`src/rtl/rvga_pipe_ctrl_if.sv`:
```
// Hazard and handshake bundle between the pipeline datapath and rvga_pipe_ctrl.
// The datapath side uses the master modport; the controller uses the slave modport.
interface rvga_pipe_ctrl_if #(
    parameter int NUM_STAGES = 6
);
    logic                  imem_req_v_i;
    logic                  imem_resp_v_i;
    logic                  dmem_req_v_i;
    logic                  dmem_resp_v_i;
    logic                  ld_use_v_i;
    logic                  btaken_i;
    logic [NUM_STAGES-1:0] stall_o;
    logic [NUM_STAGES-1:0] flush_o;
    logic [NUM_STAGES-1:0] stage_v_o;
    logic                  retire_v_o;
    logic [31:0]           retire_cnt_o;
    logic                  timeout_o;

    modport master (
        output imem_req_v_i, imem_resp_v_i, dmem_req_v_i, dmem_resp_v_i, ld_use_v_i, btaken_i,
        input  stall_o, flush_o, stage_v_o, retire_v_o, retire_cnt_o, timeout_o
    );

    modport slave (
        input  imem_req_v_i, imem_resp_v_i, dmem_req_v_i, dmem_resp_v_i, ld_use_v_i, btaken_i,
        output stall_o, flush_o, stage_v_o, retire_v_o, retire_cnt_o, timeout_o
    );
endinterface

```
`src/rtl/rvga_pipe_ctrl.sv`:
```
// Pipeline hazard controller: memory-wait FSM, load-use and branch-flush strobes,
// per-stage valid tracking, retire counter and a sticky wait watchdog.
module rvga_pipe_ctrl #(
    parameter int NUM_STAGES     = 6,
    parameter int MEM_STAGE      = 4,
    parameter int BR_STAGE       = 4,
    parameter int LU_STAGE       = 2,
    parameter int TIMEOUT_CYCLES = 255
) (
    input logic            clk_i,
    input logic            rst_i,
    rvga_pipe_ctrl_if.slave bus
);
    typedef enum logic [1:0] {RUN, IWAIT, DWAIT, HALT} state_t;

    localparam logic [NUM_STAGES-1:0] MEM_MASK  = NUM_STAGES'((32'd1 << (MEM_STAGE + 1)) - 32'd1);
    localparam logic [NUM_STAGES-1:0] LU_MASK   = NUM_STAGES'((32'd1 << (LU_STAGE + 1)) - 32'd1);
    localparam logic [NUM_STAGES-1:0] BR_MASK   = NUM_STAGES'((32'd1 << BR_STAGE) - 32'd1);
    localparam logic [16:0]           TIMEOUT_W = 17'(TIMEOUT_CYCLES);

    state_t                state_q;
    logic [15:0]           wait_q;
    logic [16:0]           wait_inc;
    logic [NUM_STAGES-1:0] stage_v_q;
    logic [NUM_STAGES-1:0] raw_stall;
    logic [NUM_STAGES-1:0] stall;
    logic [NUM_STAGES-1:0] flush;
    logic [31:0]           retire_cnt_q;
    logic                  timeout_q;
    logic                  dwait_cond;
    logic                  iwait_cond;
    logic                  dmem_wait;
    logic                  imem_wait;
    logic                  lu_stall;
    logic                  br_flush;
    logic                  retire_v;
    logic                  wait_cycle;

    always_comb begin
        // NOTE: every signal gets a default before any branch so no path leaves it unassigned (no latches).
        dmem_wait  = 1'b0;
        imem_wait  = 1'b0;
        dwait_cond = bus.dmem_req_v_i & stage_v_q[MEM_STAGE] & ~bus.dmem_resp_v_i;
        iwait_cond = bus.imem_req_v_i & ~bus.imem_resp_v_i;

        // A wait state holds on its own response; the other miss still comes from live requests.
        case (state_q)
            RUN: begin
                dmem_wait = dwait_cond;
                imem_wait = iwait_cond;
            end
            IWAIT: begin
                dmem_wait = dwait_cond;
                imem_wait = ~bus.imem_resp_v_i;
            end
            DWAIT: begin
                dmem_wait = ~bus.dmem_resp_v_i;
                imem_wait = iwait_cond;
            end
            default: ;
        endcase

        lu_stall  = bus.ld_use_v_i & stage_v_q[LU_STAGE] & ~dmem_wait;
        raw_stall = ({NUM_STAGES{dmem_wait}} & MEM_MASK)
                  | ({NUM_STAGES{lu_stall}} & LU_MASK)
                  | {{(NUM_STAGES-1){1'b0}}, imem_wait};

        // A stalled branch stage re-presents its outcome later, so only an advancing branch flushes.
        br_flush = bus.btaken_i & stage_v_q[BR_STAGE] & ~raw_stall[BR_STAGE];
        flush    = {NUM_STAGES{br_flush}} & BR_MASK;
        stall    = raw_stall & ~flush;

        if (state_q == HALT) begin
            stall = '1;
            flush = '0;
        end
        if (rst_i) begin
            stall = '0;
            flush = '0;
        end

        retire_v   = stage_v_q[NUM_STAGES-1] & ~stall[NUM_STAGES-1] & ~rst_i;
        wait_cycle = dmem_wait | imem_wait;
        wait_inc   = {1'b0, wait_q} + 17'd1;
    end

    always_ff @(posedge clk_i) begin
        // NOTE: state registers use non-blocking assignments so every register samples pre-edge values.
        if (rst_i) begin
            state_q      <= RUN;
            wait_q       <= '0;
            stage_v_q    <= NUM_STAGES'(1);
            retire_cnt_q <= '0;
            timeout_q    <= 1'b0;
        end else begin
            if (retire_v) retire_cnt_q <= retire_cnt_q + 32'd1;

            stage_v_q[0] <= 1'b1;
            for (int i = 1; i < NUM_STAGES; i++) begin
                if (!stall[i]) stage_v_q[i] <= stage_v_q[i-1] & ~stall[i-1] & ~flush[i-1];
            end

            // The wait counter spans back-to-back IWAIT/DWAIT residency and clears on return to RUN.
            case (state_q)
                HALT: ;
                default: begin
                    if (!wait_cycle) begin
                        state_q <= RUN;
                        wait_q  <= '0;
                    end else if (wait_inc >= TIMEOUT_W) begin
                        state_q   <= HALT;
                        timeout_q <= 1'b1;
                    end else begin
                        state_q <= dmem_wait ? DWAIT : IWAIT;
                        wait_q  <= wait_inc[15:0];
                    end
                end
            endcase
        end
    end

    assign bus.stall_o      = stall;
    assign bus.flush_o      = flush;
    assign bus.stage_v_o    = stage_v_q;
    assign bus.retire_v_o   = retire_v;
    assign bus.retire_cnt_o = retire_cnt_q;
    assign bus.timeout_o    = timeout_q;
endmodule

```
`src/flat_wrapper.sv`:
```
// flat-port wrapper written by rule: the top's interface ports become plain ports
module rvga_pipe_ctrl_flat 
#(
    parameter int NUM_STAGES     = 6,
    parameter int MEM_STAGE      = 4,
    parameter int BR_STAGE       = 4,
    parameter int LU_STAGE       = 2,
    parameter int TIMEOUT_CYCLES = 255
)
  (clk_i, rst_i, bus_imem_req_v_i, bus_imem_resp_v_i, bus_dmem_req_v_i, bus_dmem_resp_v_i, bus_ld_use_v_i, bus_btaken_i, bus_stall_o, bus_flush_o, bus_stage_v_o, bus_retire_v_o, bus_retire_cnt_o, bus_timeout_o);
  rvga_pipe_ctrl_if #(.NUM_STAGES(NUM_STAGES)) bus_i ();
  input logic clk_i;
  input logic rst_i;
  input wire logic [$bits(bus_i.imem_req_v_i)-1:0] bus_imem_req_v_i;
  input wire logic [$bits(bus_i.imem_resp_v_i)-1:0] bus_imem_resp_v_i;
  input wire logic [$bits(bus_i.dmem_req_v_i)-1:0] bus_dmem_req_v_i;
  input wire logic [$bits(bus_i.dmem_resp_v_i)-1:0] bus_dmem_resp_v_i;
  input wire logic [$bits(bus_i.ld_use_v_i)-1:0] bus_ld_use_v_i;
  input wire logic [$bits(bus_i.btaken_i)-1:0] bus_btaken_i;
  output wire logic [$bits(bus_i.stall_o)-1:0] bus_stall_o;
  output wire logic [$bits(bus_i.flush_o)-1:0] bus_flush_o;
  output wire logic [$bits(bus_i.stage_v_o)-1:0] bus_stage_v_o;
  output wire logic [$bits(bus_i.retire_v_o)-1:0] bus_retire_v_o;
  output wire logic [$bits(bus_i.retire_cnt_o)-1:0] bus_retire_cnt_o;
  output wire logic [$bits(bus_i.timeout_o)-1:0] bus_timeout_o;
  assign bus_i.imem_req_v_i = bus_imem_req_v_i;
  assign bus_i.imem_resp_v_i = bus_imem_resp_v_i;
  assign bus_i.dmem_req_v_i = bus_dmem_req_v_i;
  assign bus_i.dmem_resp_v_i = bus_dmem_resp_v_i;
  assign bus_i.ld_use_v_i = bus_ld_use_v_i;
  assign bus_i.btaken_i = bus_btaken_i;
  assign bus_stall_o = bus_i.stall_o;
  assign bus_flush_o = bus_i.flush_o;
  assign bus_stage_v_o = bus_i.stage_v_o;
  assign bus_retire_v_o = bus_i.retire_v_o;
  assign bus_retire_cnt_o = bus_i.retire_cnt_o;
  assign bus_timeout_o = bus_i.timeout_o;
  rvga_pipe_ctrl #(.NUM_STAGES(NUM_STAGES), .MEM_STAGE(MEM_STAGE), .BR_STAGE(BR_STAGE), .LU_STAGE(LU_STAGE), .TIMEOUT_CYCLES(TIMEOUT_CYCLES)) u_core (.clk_i(clk_i), .rst_i(rst_i), .bus(bus_i));
endmodule
```
`config.mk`:
```
export PLATFORM = sky130hd
export DESIGN_NAME = rvga_pipe_ctrl_flat
export DESIGN_NICKNAME = d
export VERILOG_FILES = /design/src/rtl/rvga_pipe_ctrl_if.sv /design/src/rtl/rvga_pipe_ctrl.sv /design/src/flat_wrapper.sv
export SDC_FILE = /design/constraint.sdc
export NUM_CORES = 1
export LEC_CHECK = 0
export CORE_MARGIN = 8
export CORE_UTILIZATION = 52
export CTS_BUF_LIST = sky130_fd_sc_hd__clkbuf_16
export DETAILED_ROUTE_END_ITERATION = 12
export HOLD_SLACK_MARGIN = 0.06
export PLACE_DENSITY = 0.81
export SETUP_SLACK_MARGIN = 0.02
export SLEW_MARGIN = 20
export SYNTH_ARGS = -nofsm -noshare
export SYNTH_HDL_FRONTEND = slang
export SYNTH_SLANG_ARGS = --single-unit
```
`constraint.sdc`:
```
create_clock -name clk_i -period 2.9 [get_ports clk_i]
set_input_delay 0.29 -clock clk_i [delete_from_list [all_inputs] [get_ports clk_i]]
set_output_delay 0.29 -clock clk_i [all_outputs]
set_load 0.005 [all_outputs]
```
; Word-level counts from Yosys, hierarchy flattened
; Cells that the tools add are included.
[totals]
input_bits = 8
wordCells = 74
reg_bits = 57
[op_classes]
n_lt_le_gt_ge = 1
n_reduce_logical = 5
n_bitwise = 41
muxes = 11
add_sub_neg = 2
n_eq_ne = 4
[ops]
columns = operator, n
row1 = 32-bit by 1-bit adder with 32-bit output (second input constant), 1
row2 = 16-bit two-way mux, 2
row3 = 1-bit bitwise AND, 19
row4 = 16-bit by 1-bit adder with 17-bit output (second input constant), 1
row5 = 17-bit by 8-bit greater-or-equal comparator with 1-bit output (second input constant), 1
row6 = 1-bit inverter, 16
row7 = 6-bit two-way mux, 2
row8 = 4-bit two-way mux, 2
row9 = 6-bit bitwise AND, 1
row10 = 2-bit two-way mux, 3
row11 = 4-bit inverter with 6-bit output, 1
row12 = 6-bit by 1-bit OR with 6-bit output, 1
row13 = 5-bit by 3-bit OR with 5-bit output, 1
row14 = 2-bit == test (second input constant), 2
row15 = 1-bit case mux with 2 select lines, 2
row16 = 2-bit OR reduction, 2
row17 = 3-bit AND reduction, 1
row18 = 2-bit by 1-bit == test with 1-bit output (second input constant), 1
row19 = 2-bit zero test, 1
row20 = 2-bit != test (second input constant), 1
row21 = 2-bit AND reduction, 1
row22 = 1-bit inverter (first input constant), 1
row23 = 1-bit OR, 1

; Logic depth before layout (Yosys ltp)
; Gate-level depths: netlist of run 1.
[depth]
word_depth = 16
ltp_mapped = 10
depth_no_buf = 8

; Worst setup path before layout of run 1
; No wires, ideal clock.
[synth_timing]
path_type = register to register
startpoint = register u_core.wait_q[1]
endpoint = register u_core.wait_q[6]
setup_slack_ps = 713
required_time_ps = 2780
path_buffers = 1
arrival_time_ps = 2067
period_less_slack_ps = 2187
stages_incl_launch_ff = 9
cell_sequence = dfxtp_1 ha_1 and3_1 and2_1 a41o_1 nand4_1 buf_2 o211a_1 o31a_1
[synth_between]
elab_chain_len = 4
[synth_rtl]
columns = element, line_no
row1 = from (decl), rvga_pipe_ctrl.sv:22  ; logic [15:0] wait_q;
row2 = from (signal assigned), rvga_pipe_ctrl.sv:115  ; wait_q <= wait_inc[15:0];
row3 = 16-bit by 1-bit adder with 17-bit output (*), rvga_pipe_ctrl.sv:84  ; wait_inc = {1'b0, wait_q} + 17'd1;
row4 = 17-bit by 8-bit greater-or-equal comparator with 1-bit output, rvga_pipe_ctrl.sv:110  ; end else if (wait_inc >= TIMEOUT_W) begin
row5 = 2-bit != test (no source line), n/a
row6 = 2-bit AND reduction (no source line), n/a
; Every way passes the cells marked *; elsewhere a longest branch is shown, timed or not. The select of a mux whose other input is x is not followed.
; A chain may end at the register's enable or synchronous reset.

; Final worst setup path of run 1
[layout_timing]
startpoint = input port bus_dmem_req_v_i
endpoint = output port bus_flush_o[1]
[layout_between]
elab_chain_len = 9
[layout_rtl]
columns = element, line_no
row1 = from (decl), flat_wrapper.sv:16  ; input wire logic [$bits(bus_i.dmem_req_v_i)-1:0] bus_dmem_req_v_i;
row2 = 1-bit bitwise AND (2 in series), rvga_pipe_ctrl.sv:43  ; dwait_cond = bus.dmem_req_v_i & stage_v_q[MEM_STAGE] & ~bus.dmem_resp_v_i;
row3 = 1-bit case mux with 2 select lines, rvga_pipe_ctrl.sv:47  ; case (state_q)
row4 = 5-bit by 3-bit OR with 5-bit output, rvga_pipe_ctrl.sv:65  ; | ({NUM_STAGES{lu_stall}} & LU_MASK)
row5 = 6-bit by 1-bit OR with 6-bit output, rvga_pipe_ctrl.sv:66  ; | {{(NUM_STAGES-1){1'b0}}, imem_wait};
row6 = 1-bit inverter, rvga_pipe_ctrl.sv:69  ; br_flush = bus.btaken_i & stage_v_q[BR_STAGE] & ~raw_stall[BR_STAGE];
row7 = 1-bit bitwise AND, rvga_pipe_ctrl.sv:69
row8 = 4-bit two-way mux, rvga_pipe_ctrl.sv:73  ; if (state_q == HALT) begin
row9 = 4-bit two-way mux, rvga_pipe_ctrl.sv:77  ; if (rst_i) begin
row10 = to (decl), flat_wrapper.sv:21  ; output wire logic [$bits(bus_i.flush_o)-1:0] bus_flush_o;
; No other way between the ends.

==> metrics.txt, run 1 <==
# TYPE chip_impl_metric gauge
chip_impl_metric{name="cts_buffer_depth",unit=""} 2
chip_impl_metric{name="finish.net_count",unit=""} 417
chip_impl_info{name="tritoncts_clock_tree",value="done"} 1
chip_impl_metric{name="gp_congestion",unit=""} 0.866
chip_impl_metric{name="insertedDiodeCount",unit=""} 0
chip_impl_metric{name="cts_hold_repair.buffers",unit=""} 0
chip_impl_info{name="synthDominantAreaCellType",value="sky130_fd_sc_hd__dfxtp_1"} 1
chip_impl_info{name="clk_root_buffer_cell",value="sky130_fd_sc_hd__clkbuf_16"} 1
chip_impl_metric{name="initial_utilization",unit="%"} 54.1
chip_impl_metric{name="first_global_vias",unit=""} 2604
chip_impl_info{name="min-delay-start",value="rst_i"} 1
chip_impl_info{name="regToRegStartpoint",value="u_core.wait_q[0]"} 1
chip_impl_metric{name="drt-vias-per-instance",unit=""} 5.85
chip_impl_metric{name="worst_ir_drop_vdd",unit="mV"} 0.471
chip_impl_metric{name="p_leak",unit="nW"} 1.29
chip_impl_metric{name="period_needed",unit="ps"} 2580
chip_impl_metric{name="placementRows",unit=""} 27
chip_impl_metric{name="adder_and_majority_cell_fraction_of_the_synthesized_area",unit="%"} 1.25
chip_impl_metric{name="total_routing_usage_gr",unit="%"} 17.4
chip_impl_metric{name="via_count",unit=""} 2803
chip_impl_info{name="worst_reg2reg_path_endpoint",value="u_core.wait_q[4]"} 1
chip_impl_metric{name="ys_types",unit=""} 59
chip_impl_metric{name="fp.dieW",unit="µm"} 91.9
chip_impl_metric{name="muxShareOfSynthArea",unit="%"} 0.334
chip_impl_info{name="worst-setup-path-type",value="in -> out"} 1
chip_impl_metric{name="synthDominantCellAreaShare",unit="%"} 37.4
chip_impl_info{name="end_kind",value="output port"} 1
chip_impl_metric{name="synth_simple_gate_area_share",unit="%"} 33.5
chip_impl_metric{name="timing.final.max_slew_violations",unit=""} 0
chip_impl_metric{name="num_io_pins",unit=""} 60
chip_impl_metric{name="latest_clock_arrival_within_the_worst_skew_pair",unit="ps"} 300
chip_impl_metric{name="detail_route.iter0.violations",unit=""} 163
chip_impl_metric{name="core_region_area",unit="mm²"} 0.00554
chip_impl_metric{name="p_per_area",unit="mW/mm²"} 417
chip_impl_info{name="uppermost_layer_routed",value="met4"} 1
chip_impl_metric{name="route.antenna.remaining_nets",unit=""} 0
chip_impl_metric{name="grt_start_max_net_pins",unit=""} 23
chip_impl_metric{name="timing.reg2reg.worst_path_depth",unit=""} 8
chip_impl_metric{name="synth-compound-area-share",unit="%"} 13.4
chip_impl_metric{name="fp.dieH",unit="µm"} 91.9
chip_impl_metric{name="worst_ep_arrival_time",unit="ps"} 2290
chip_impl_metric{name="fin_setup_tns",unit="ps"} 0
chip_impl_metric{name="postSynthRegisterBits",unit=""} 56
chip_impl_metric{name="nFillCells",unit=""} 476
chip_impl_info{name="timing.hold.worst_endpoint",value="u_core.bus.stage_v_o[3]"} 1
chip_impl_metric{name="final_hold_viol_count",unit=""} 0
chip_impl_info{name="min-delay-path-class",value="in -> reg"} 1
chip_impl_info{name="outcome",value="complete, no violations"} 1
chip_impl_metric{name="final-setup-viol-count",unit=""} 0
chip_impl_metric{name="clkSinkCount",unit=""} 56
chip_impl_metric{name="grt_first_pass_wirelength",unit="µm"} 12400
chip_impl_metric{name="tritoncts.num_buffers",unit=""} 5
chip_impl_metric{name="syn2layout_area_growth",unit="%"} 24.2
chip_impl_metric{name="max_freq",unit="MHz"} 388
chip_impl_metric{name="routed_wirelength",unit="µm"} 7420
chip_impl_metric{name="drive_above_1_share",unit="%"} 5.65
chip_impl_metric{name="dp_cells",unit=""} 471
chip_impl_metric{name="post-route-period-util",unit="%"} 89.0
chip_impl_metric{name="cts_max_level",unit=""} 2
chip_impl_metric{name="post_synth_edffs",unit=""} 0
chip_impl_metric{name="postCtsSetupRepairBufs",unit=""} 0
chip_impl_metric{name="finClkSkew",unit="ps"} 6.98
chip_impl_metric{name="min_delay_path_depth",unit=""} 2
chip_impl_metric{name="routedLengthMet1",unit="µm"} 3160
chip_impl_metric{name="numPortBuffers",unit=""} 56
chip_impl_metric{name="cts-resized-gates",unit=""} 0
chip_impl_metric{name="design.die.area",unit="mm²"} 0.00845
chip_impl_metric{name="met2_length",unit="µm"} 3700
chip_impl_metric{name="synthesis.instances",unit=""} 361
chip_impl_metric{name="synth-xor-area-share",unit="%"} 8.48
chip_impl_metric{name="async_reset_ff_share",unit="%"} 0
chip_impl_metric{name="drc_errors",unit=""} 0
chip_impl_metric{name="timing_worst_slew_pin_value",unit="ps"} 784
chip_impl_metric{name="share_of_synthesized_area_occupied_by_flip_flops_and_latches",unit="%"} 37.4
chip_impl_metric{name="post_synth_instance_area",unit="mm²"} 0.00300
chip_impl_metric{name="antenna_found_initial",unit=""} 0
chip_impl_metric{name="timing.critical_path.required",unit="ps"} 2610
chip_impl_metric{name="clk_pin_slew_worst_paths",unit="ps"} 70
chip_impl_metric{name="reg2reg_slack",unit="ps"} 330
chip_impl_info{name="critPathLaunchType",value="primary input"} 1
chip_impl_info{name="postSynth.topFlopCell",value="sky130_fd_sc_hd__dfxtp_1"} 1
chip_impl_metric{name="wire_length_on_met3",unit="µm"} 486
chip_impl_metric{name="place_hpwl",unit="µm"} 5410
chip_impl_metric{name="timing.slew.headroom",unit="%"} 47.4
chip_impl_metric{name="globalRouteOverflowTotal",unit=""} 0
chip_impl_metric{name="synthesized_area_per_cell",unit="µm²"} 8.30
chip_impl_metric{name="critical_path.max_fanout",unit=""} 6
chip_impl_metric{name="final_standard_cell_count_with_taps_included_and_fillers_excluded",unit=""} 479
chip_impl_metric{name="synth_warnings",unit=""} 0
chip_impl_metric{name="dr.pass1.iters",unit=""} 5
chip_impl_metric{name="avgRoutedWirePerCell",unit="µm"} 15.5
chip_impl_info{name="rsz0062_at_grt",value="no"} 1
chip_impl_info{name="synth.top_cells.by_area",value="sky130_fd_sc_hd__dfxtp_1 37%, sky130_fd_sc_hd__xnor2_1 5.3%, sky130_fd_sc_hd__nor2_1 5.1%, sky130_fd_sc_hd__nand2_1 4.1%, sky130_fd_sc_hd__xor2_1 3.2%"} 1
chip_impl_info{name="main_combinational_cell_family_by_area_after_synthesis",value="simple AND/OR/NAND/NOR gates"} 1
chip_impl_metric{name="max_cap_violations",unit=""} 0
power breakdown:
part / internal, mW / switching [mW] / leakage [nW]
Combinational: 0.0331 / 0.0386 / 0.757
Sequential: 0.774 / 0.00690 / 0.452
Clock: 0.411 / 0.288 / 0.0804
critical path, stage by stage:
cell,delay [ps]
sky130_fd_sc_hd__clkdlybuf4s50_1,420
sky130_fd_sc_hd__a21oi_1,240
sky130_fd_sc_hd__o21ai_0,210
sky130_fd_sc_hd__nor3_1,510
sky130_fd_sc_hd__clkdlybuf4s50_1,610
state kept, by name, summed over array words and instances, names as in the netlist:
signal and cells:
u_core.bus.stage_v_o 5, u_core.bus.timeout_o 1, u_core.state_q 2, u_core.wait_q 16, u_core.bus.retire_cnt_o 32
per-layer routing:
layer  GRT usage (%)  up-vias
li1                -     1380
met1            20.5     1322
met2            30.3       95
met3            4.81        6
met4            4.30        0
met5               0        -
per-stage QoR:
| step | setup WS, ps | util, % | instance area, µm² | hold slack (ps) | total power, mW |
|---|---|---|---|---|---|
| 5_1_grt | 132 | 67.2 | 3720 | 421 | 1.60 |
| 3_3_place_gp | 427 | 64.1 | 3550 | 461 | 0.869 |
| 6_report | 320 | 67.2 | 3720 | 387 | 1.55 |
| 3_5_place_dp | 306 | 64.1 | 3550 | 460 | 0.870 |
| 2_1_floorplan | 713 | - | 3000 | 442 | 0.838 |
| 4_1_cts | 298 | 67.2 | 3720 | 392 | 1.56 |
worst max-delay path by stage:
stage	start	to
final	bus_dmem_req_v_i	bus_flush_o[1]
after global routing	bus_dmem_req_v_i	bus_flush_o[1]
after CTS	bus_dmem_req_v_i	bus_flush_o[1]
after detailed placement	bus_dmem_req_v_i	bus_flush_o[1]
after global placement	bus_dmem_req_v_i	bus_flush_o[2]
after floorplan	u_core.wait_q[1]	u_core.wait_q[6]
cell usage after synthesis, types with 9 or more instances:
master,instances
sky130_fd_sc_hd__xor2_1,11
sky130_fd_sc_hd__a21oi_1,12
sky130_fd_sc_hd__nor2_1,41
sky130_fd_sc_hd__nand3_1,19
sky130_fd_sc_hd__nand2_1,33
sky130_fd_sc_hd__dfxtp_1,56
sky130_fd_sc_hd__and3_1,11
sky130_fd_sc_hd__xnor2_1,18
sky130_fd_sc_hd__o21ai_0,12
sky130_fd_sc_hd__or3_1,9
sky130_fd_sc_hd__a31oi_1,10
sky130_fd_sc_hd__clkbuf_1,10
cell type report:
| type | instances | area, µm² | area share (%) |
|---|---|---|---|
| multi-input cells | 275 | 1720 | 46.2 |
| flip-flops and latches | 56 | 1120 | 30.1 |
| repair buffers | 61 | 593 | 15.9 |
| clock buffers | 5 | 125 | 3.36 |
| well taps | 72 | 90.1 | 2.42 |
| clock inverters | 3 | 46.3 | 1.24 |
| inverters | 7 | 26.3 | 0.706 |
layout by cell type (no fill, tap or decap), drive strengths merged, types with 5 or more instances in the layout:
cell           instances
nand2                 33
dfxtp                 56
or4                    5
nand3                 21
and2                   5
o21ai                 12
nand4                  8
xor2                  11
clkdlybuf4s50         55
nor4                   9
inv                    8
a31oi                 10
or3                    9
xnor2                 18
nor3b                  8
nor2                  41
nor3                   9
a21oi                 12
and4                   6
and3                  12
buf                    6
clkbuf                 5
kinds of logic (layout without fill, tap and decap cells):
kind of cell               Yosys count  in the layout
and+or+nand+nor                    179            179
AOI/OAI and AO/OA                   60             60
DFF                                 56             56
buffers and inverters               31             76
xor gates and xnor gates            29             29
adders and majority gates            3              3
other                                2              3
muxes                                1              1
No activity file was read; power rests on OpenSTA's default activity.
==> inputs of run 2 (changes only) <==
--- a/config.mk
+++ b/config.mk
@@ -5,12 +5,15 @@
 export SDC_FILE = /design/constraint.sdc
 export NUM_CORES = 1
 export LEC_CHECK = 0
+export CAP_MARGIN = 30
+export CELL_PAD_IN_SITES_DETAIL_PLACEMENT = 1
+export CELL_PAD_IN_SITES_GLOBAL_PLACEMENT = 1
 export CORE_MARGIN = 8
-export CORE_UTILIZATION = 52
+export CORE_UTILIZATION = 38
 export CTS_BUF_LIST = sky130_fd_sc_hd__clkbuf_16
 export DETAILED_ROUTE_END_ITERATION = 12
 export HOLD_SLACK_MARGIN = 0.06
-export PLACE_DENSITY = 0.81
+export PLACE_DENSITY_LB_ADDON = 0.1
 export SETUP_SLACK_MARGIN = 0.02
 export SLEW_MARGIN = 20
 export SYNTH_ARGS = -nofsm -noshare
==> metrics.txt, run 2 (synthesized netlist as in run 1, its figures left out) <==
# TYPE chip_impl_metric gauge
chip_impl_metric{name="route.antenna.remaining_nets",unit=""} 0
chip_impl_metric{name="drive_above_1_share",unit="%"} 6.57
chip_impl_metric{name="insertedDiodeCount",unit=""} 0
chip_impl_metric{name="post-route-period-util",unit="%"} 88.5
chip_impl_metric{name="via_count",unit=""} 2788
chip_impl_metric{name="place_hpwl",unit="µm"} 6050
chip_impl_metric{name="antenna_found_initial",unit=""} 0
chip_impl_metric{name="reg2reg_slack",unit="ps"} 370
chip_impl_info{name="worst_reg2reg_path_endpoint",value="u_core.wait_q[4]"} 1
chip_impl_metric{name="p_leak",unit="nW"} 1.30
chip_impl_metric{name="dr.pass1.iters",unit=""} 4
chip_impl_metric{name="drc_errors",unit=""} 0
chip_impl_metric{name="setup_slack_after_placement",unit="ps"} 310
chip_impl_metric{name="seq_area",unit="mm²"} 0.00112
chip_impl_metric{name="grt_start_max_net_pins",unit=""} 34
chip_impl_metric{name="max_freq",unit="MHz"} 389
chip_impl_metric{name="timing_worst_slew_pin_value",unit="ps"} 558
chip_impl_info{name="min-delay-start",value="rst_i"} 1
chip_impl_metric{name="fin_setup_tns",unit="ps"} 0
chip_impl_metric{name="avgRoutedWirePerCell",unit="µm"} 16.1
chip_impl_metric{name="core_region_area",unit="mm²"} 0.00769
chip_impl_metric{name="clkSinkCount",unit=""} 56
chip_impl_info{name="mostFrequentLayoutCell",value="sky130_fd_sc_hd__dfxtp_1"} 1
chip_impl_metric{name="multi_input_comb_area",unit="mm²"} 0.00172
chip_impl_metric{name="fp.dieH",unit="µm"} 105
chip_impl_metric{name="p_int",unit="mW"} 1.13
chip_impl_info{name="layout_common_cells",value="56 x sky130_fd_sc_hd__dfxtp_1, 55 x sky130_fd_sc_hd__clkdlybuf4s50_1, 41 x sky130_fd_sc_hd__nor2_1, 33 x sky130_fd_sc_hd__nand2_1, 19 x sky130_fd_sc_hd__nand3_1"} 1
chip_impl_metric{name="latest_clock_arrival_within_the_worst_skew_pair",unit="ps"} 300
chip_impl_metric{name="drt-vias-per-instance",unit=""} 5.43
chip_impl_info{name="regToRegStartpoint",value="u_core.wait_q[0]"} 1
chip_impl_metric{name="postLayoutCellArea",unit="mm²"} 0.00377
chip_impl_info{name="worst-setup-path-type",value="in -> out"} 1
chip_impl_metric{name="gp_congestion",unit=""} 0.800
chip_impl_metric{name="cts-resized-gates",unit=""} 0
chip_impl_info{name="min-delay-path-class",value="in -> reg"} 1
chip_impl_metric{name="tritoncts.num_buffers",unit=""} 5
chip_impl_info{name="rsz0062_at_grt",value="no"} 1
chip_impl_metric{name="cts_buffer_depth",unit=""} 2
chip_impl_metric{name="numPortBuffers",unit=""} 56
chip_impl_info{name="critPathLaunchType",value="primary input"} 1
chip_impl_metric{name="setup_slack",unit="ps"} 333
chip_impl_metric{name="placed_area",unit="mm²"} 0.00362
chip_impl_metric{name="detail_route.iter0.violations",unit=""} 75
chip_impl_metric{name="num_io_pins",unit=""} 60
chip_impl_metric{name="critical_path.max_fanout",unit=""} 6
chip_impl_metric{name="cts_hold_repair.buffers",unit=""} 0
chip_impl_metric{name="syn2layout_area_growth",unit="%"} 25.7
chip_impl_metric{name="cts_max_level",unit=""} 2
chip_impl_metric{name="first_global_vias",unit=""} 2985
chip_impl_metric{name="p_per_area",unit="mW/mm²"} 395
chip_impl_metric{name="finClkSkew",unit="ps"} 5.91
chip_impl_metric{name="sequentialPowerShare",unit="%"} 52.5
chip_impl_metric{name="timing.reg2reg.worst_path_depth",unit=""} 8
chip_impl_metric{name="postCtsSetupRepairBufs",unit=""} 0
chip_impl_metric{name="final_hold_viol_count",unit=""} 0
chip_impl_metric{name="min_delay_path_depth",unit=""} 2
chip_impl_metric{name="power_frac_clock",unit="%"} 42.5
chip_impl_metric{name="worst_ep_arrival_time",unit="ps"} 2280
chip_impl_metric{name="design.die.area",unit="mm²"} 0.0110
chip_impl_metric{name="period_needed",unit="ps"} 2570
chip_impl_metric{name="globalRouteOverflowTotal",unit=""} 0
chip_impl_info{name="timing.hold.worst_endpoint",value="u_core.bus.retire_cnt_o[9]"} 1
chip_impl_metric{name="total_routing_usage_gr",unit="%"} 15.0
chip_impl_metric{name="routed_wirelength",unit="µm"} 8250
chip_impl_metric{name="final-setup-viol-count",unit=""} 0
chip_impl_metric{name="grt_first_pass_wirelength",unit="µm"} 13900
chip_impl_metric{name="total_power",unit="mW"} 1.49
chip_impl_metric{name="max_cap_violations",unit=""} 0
chip_impl_metric{name="nFillCells",unit=""} 917
chip_impl_metric{name="worst_ir_drop_vdd",unit="mV"} 0.228
chip_impl_metric{name="timing.slew.headroom",unit="%"} 62.7
chip_impl_info{name="outcome",value="complete, no violations"} 1
chip_impl_metric{name="total_switching_power",unit="mW"} 0.352
chip_impl_metric{name="comb_power_share",unit="%"} 4.9
chip_impl_info{name="tritoncts_clock_tree",value="done"} 1
chip_impl_metric{name="finish.net_count",unit=""} 421
chip_impl_info{name="end_kind",value="output port"} 1
chip_impl_metric{name="timing.critical_path.required",unit="ps"} 2610
chip_impl_metric{name="clk_pin_slew_worst_paths",unit="ps"} 80
chip_impl_metric{name="largest_register_ff_count",unit=""} 32
chip_impl_metric{name="initial_utilization",unit="%"} 39.0
chip_impl_metric{name="timing.final.max_slew_violations",unit=""} 0
chip_impl_metric{name="hold-worst-slack",unit="ps"} 456
chip_impl_metric{name="placementRows",unit=""} 32
chip_impl_info{name="clk_root_buffer_cell",value="sky130_fd_sc_hd__clkbuf_16"} 1
chip_impl_metric{name="fp.dieW",unit="µm"} 105
chip_impl_metric{name="power.share.switching",unit="%"} 23.7
==> run 2: layer usage <==
layer / up-vias / global-route usage [%] / wire length, µm / part of all wire [%]
met1: 1357 / 17.2 / 3940 / 48
met5: - / 0 / 0 / 0
li1: 1381 / - / - / -
met3: 8 / 4.24 / 347 / 4.2
met2: 42 / 26.2 / 3860 / 47
met4: 0 / 4.59 / 105 / 1.3
==> run 2: area by class of cell <==
class,count,share of cell area [%]
clock inverter,3,0.664
timing repair buffer,65,16.5
inverter,7,0.697
tap,102,3.39
sequential,56,29.8
multi-input combinational,275,45.6
clock buffer,5,3.32
==> run 2: power by group through the flow <==
stage                     sequential, mW  clock [mW]  combinational, mW
after floorplan                    0.797           0             0.0416
after global placement             0.799           0             0.0734
after detailed placement           0.799           0             0.0743
after CTS                          0.781       0.655             0.0746
after global routing               0.783       0.678             0.0807
final                              0.781       0.632             0.0736
==> run 2: through the flow <==
stage	cells	util (%)
5_1_grt	513	49.0
3_3_place_gp	505	47.1
6_report	513	49.0
3_5_place_dp	505	47.1
4_1_cts	513	49.0
2_1_floorplan	362	-
==> run 2: worst max-delay path by stage <==
stage | start | to | cells past startpoint
floorplan | u_core.wait_q[1] | u_core.wait_q[6] | 8
global placement | bus_dmem_req_v_i | bus_flush_o[0] | 5
detailed placement | bus_dmem_req_v_i | bus_flush_o[3] | 5
CTS | bus_dmem_req_v_i | bus_flush_o[0] | 5
global route | bus_dmem_req_v_i | bus_flush_o[0] | 5
finish | bus_dmem_req_v_i | bus_flush_o[3] | 5
==> run 2: worst max-delay path, cell delays in order <==
cell,delay (ps)
sky130_fd_sc_hd__clkdlybuf4s50_1,420
sky130_fd_sc_hd__a21oi_1,220
sky130_fd_sc_hd__o21ai_0,210
sky130_fd_sc_hd__nor3_1,510
sky130_fd_sc_hd__clkdlybuf4s50_1,620
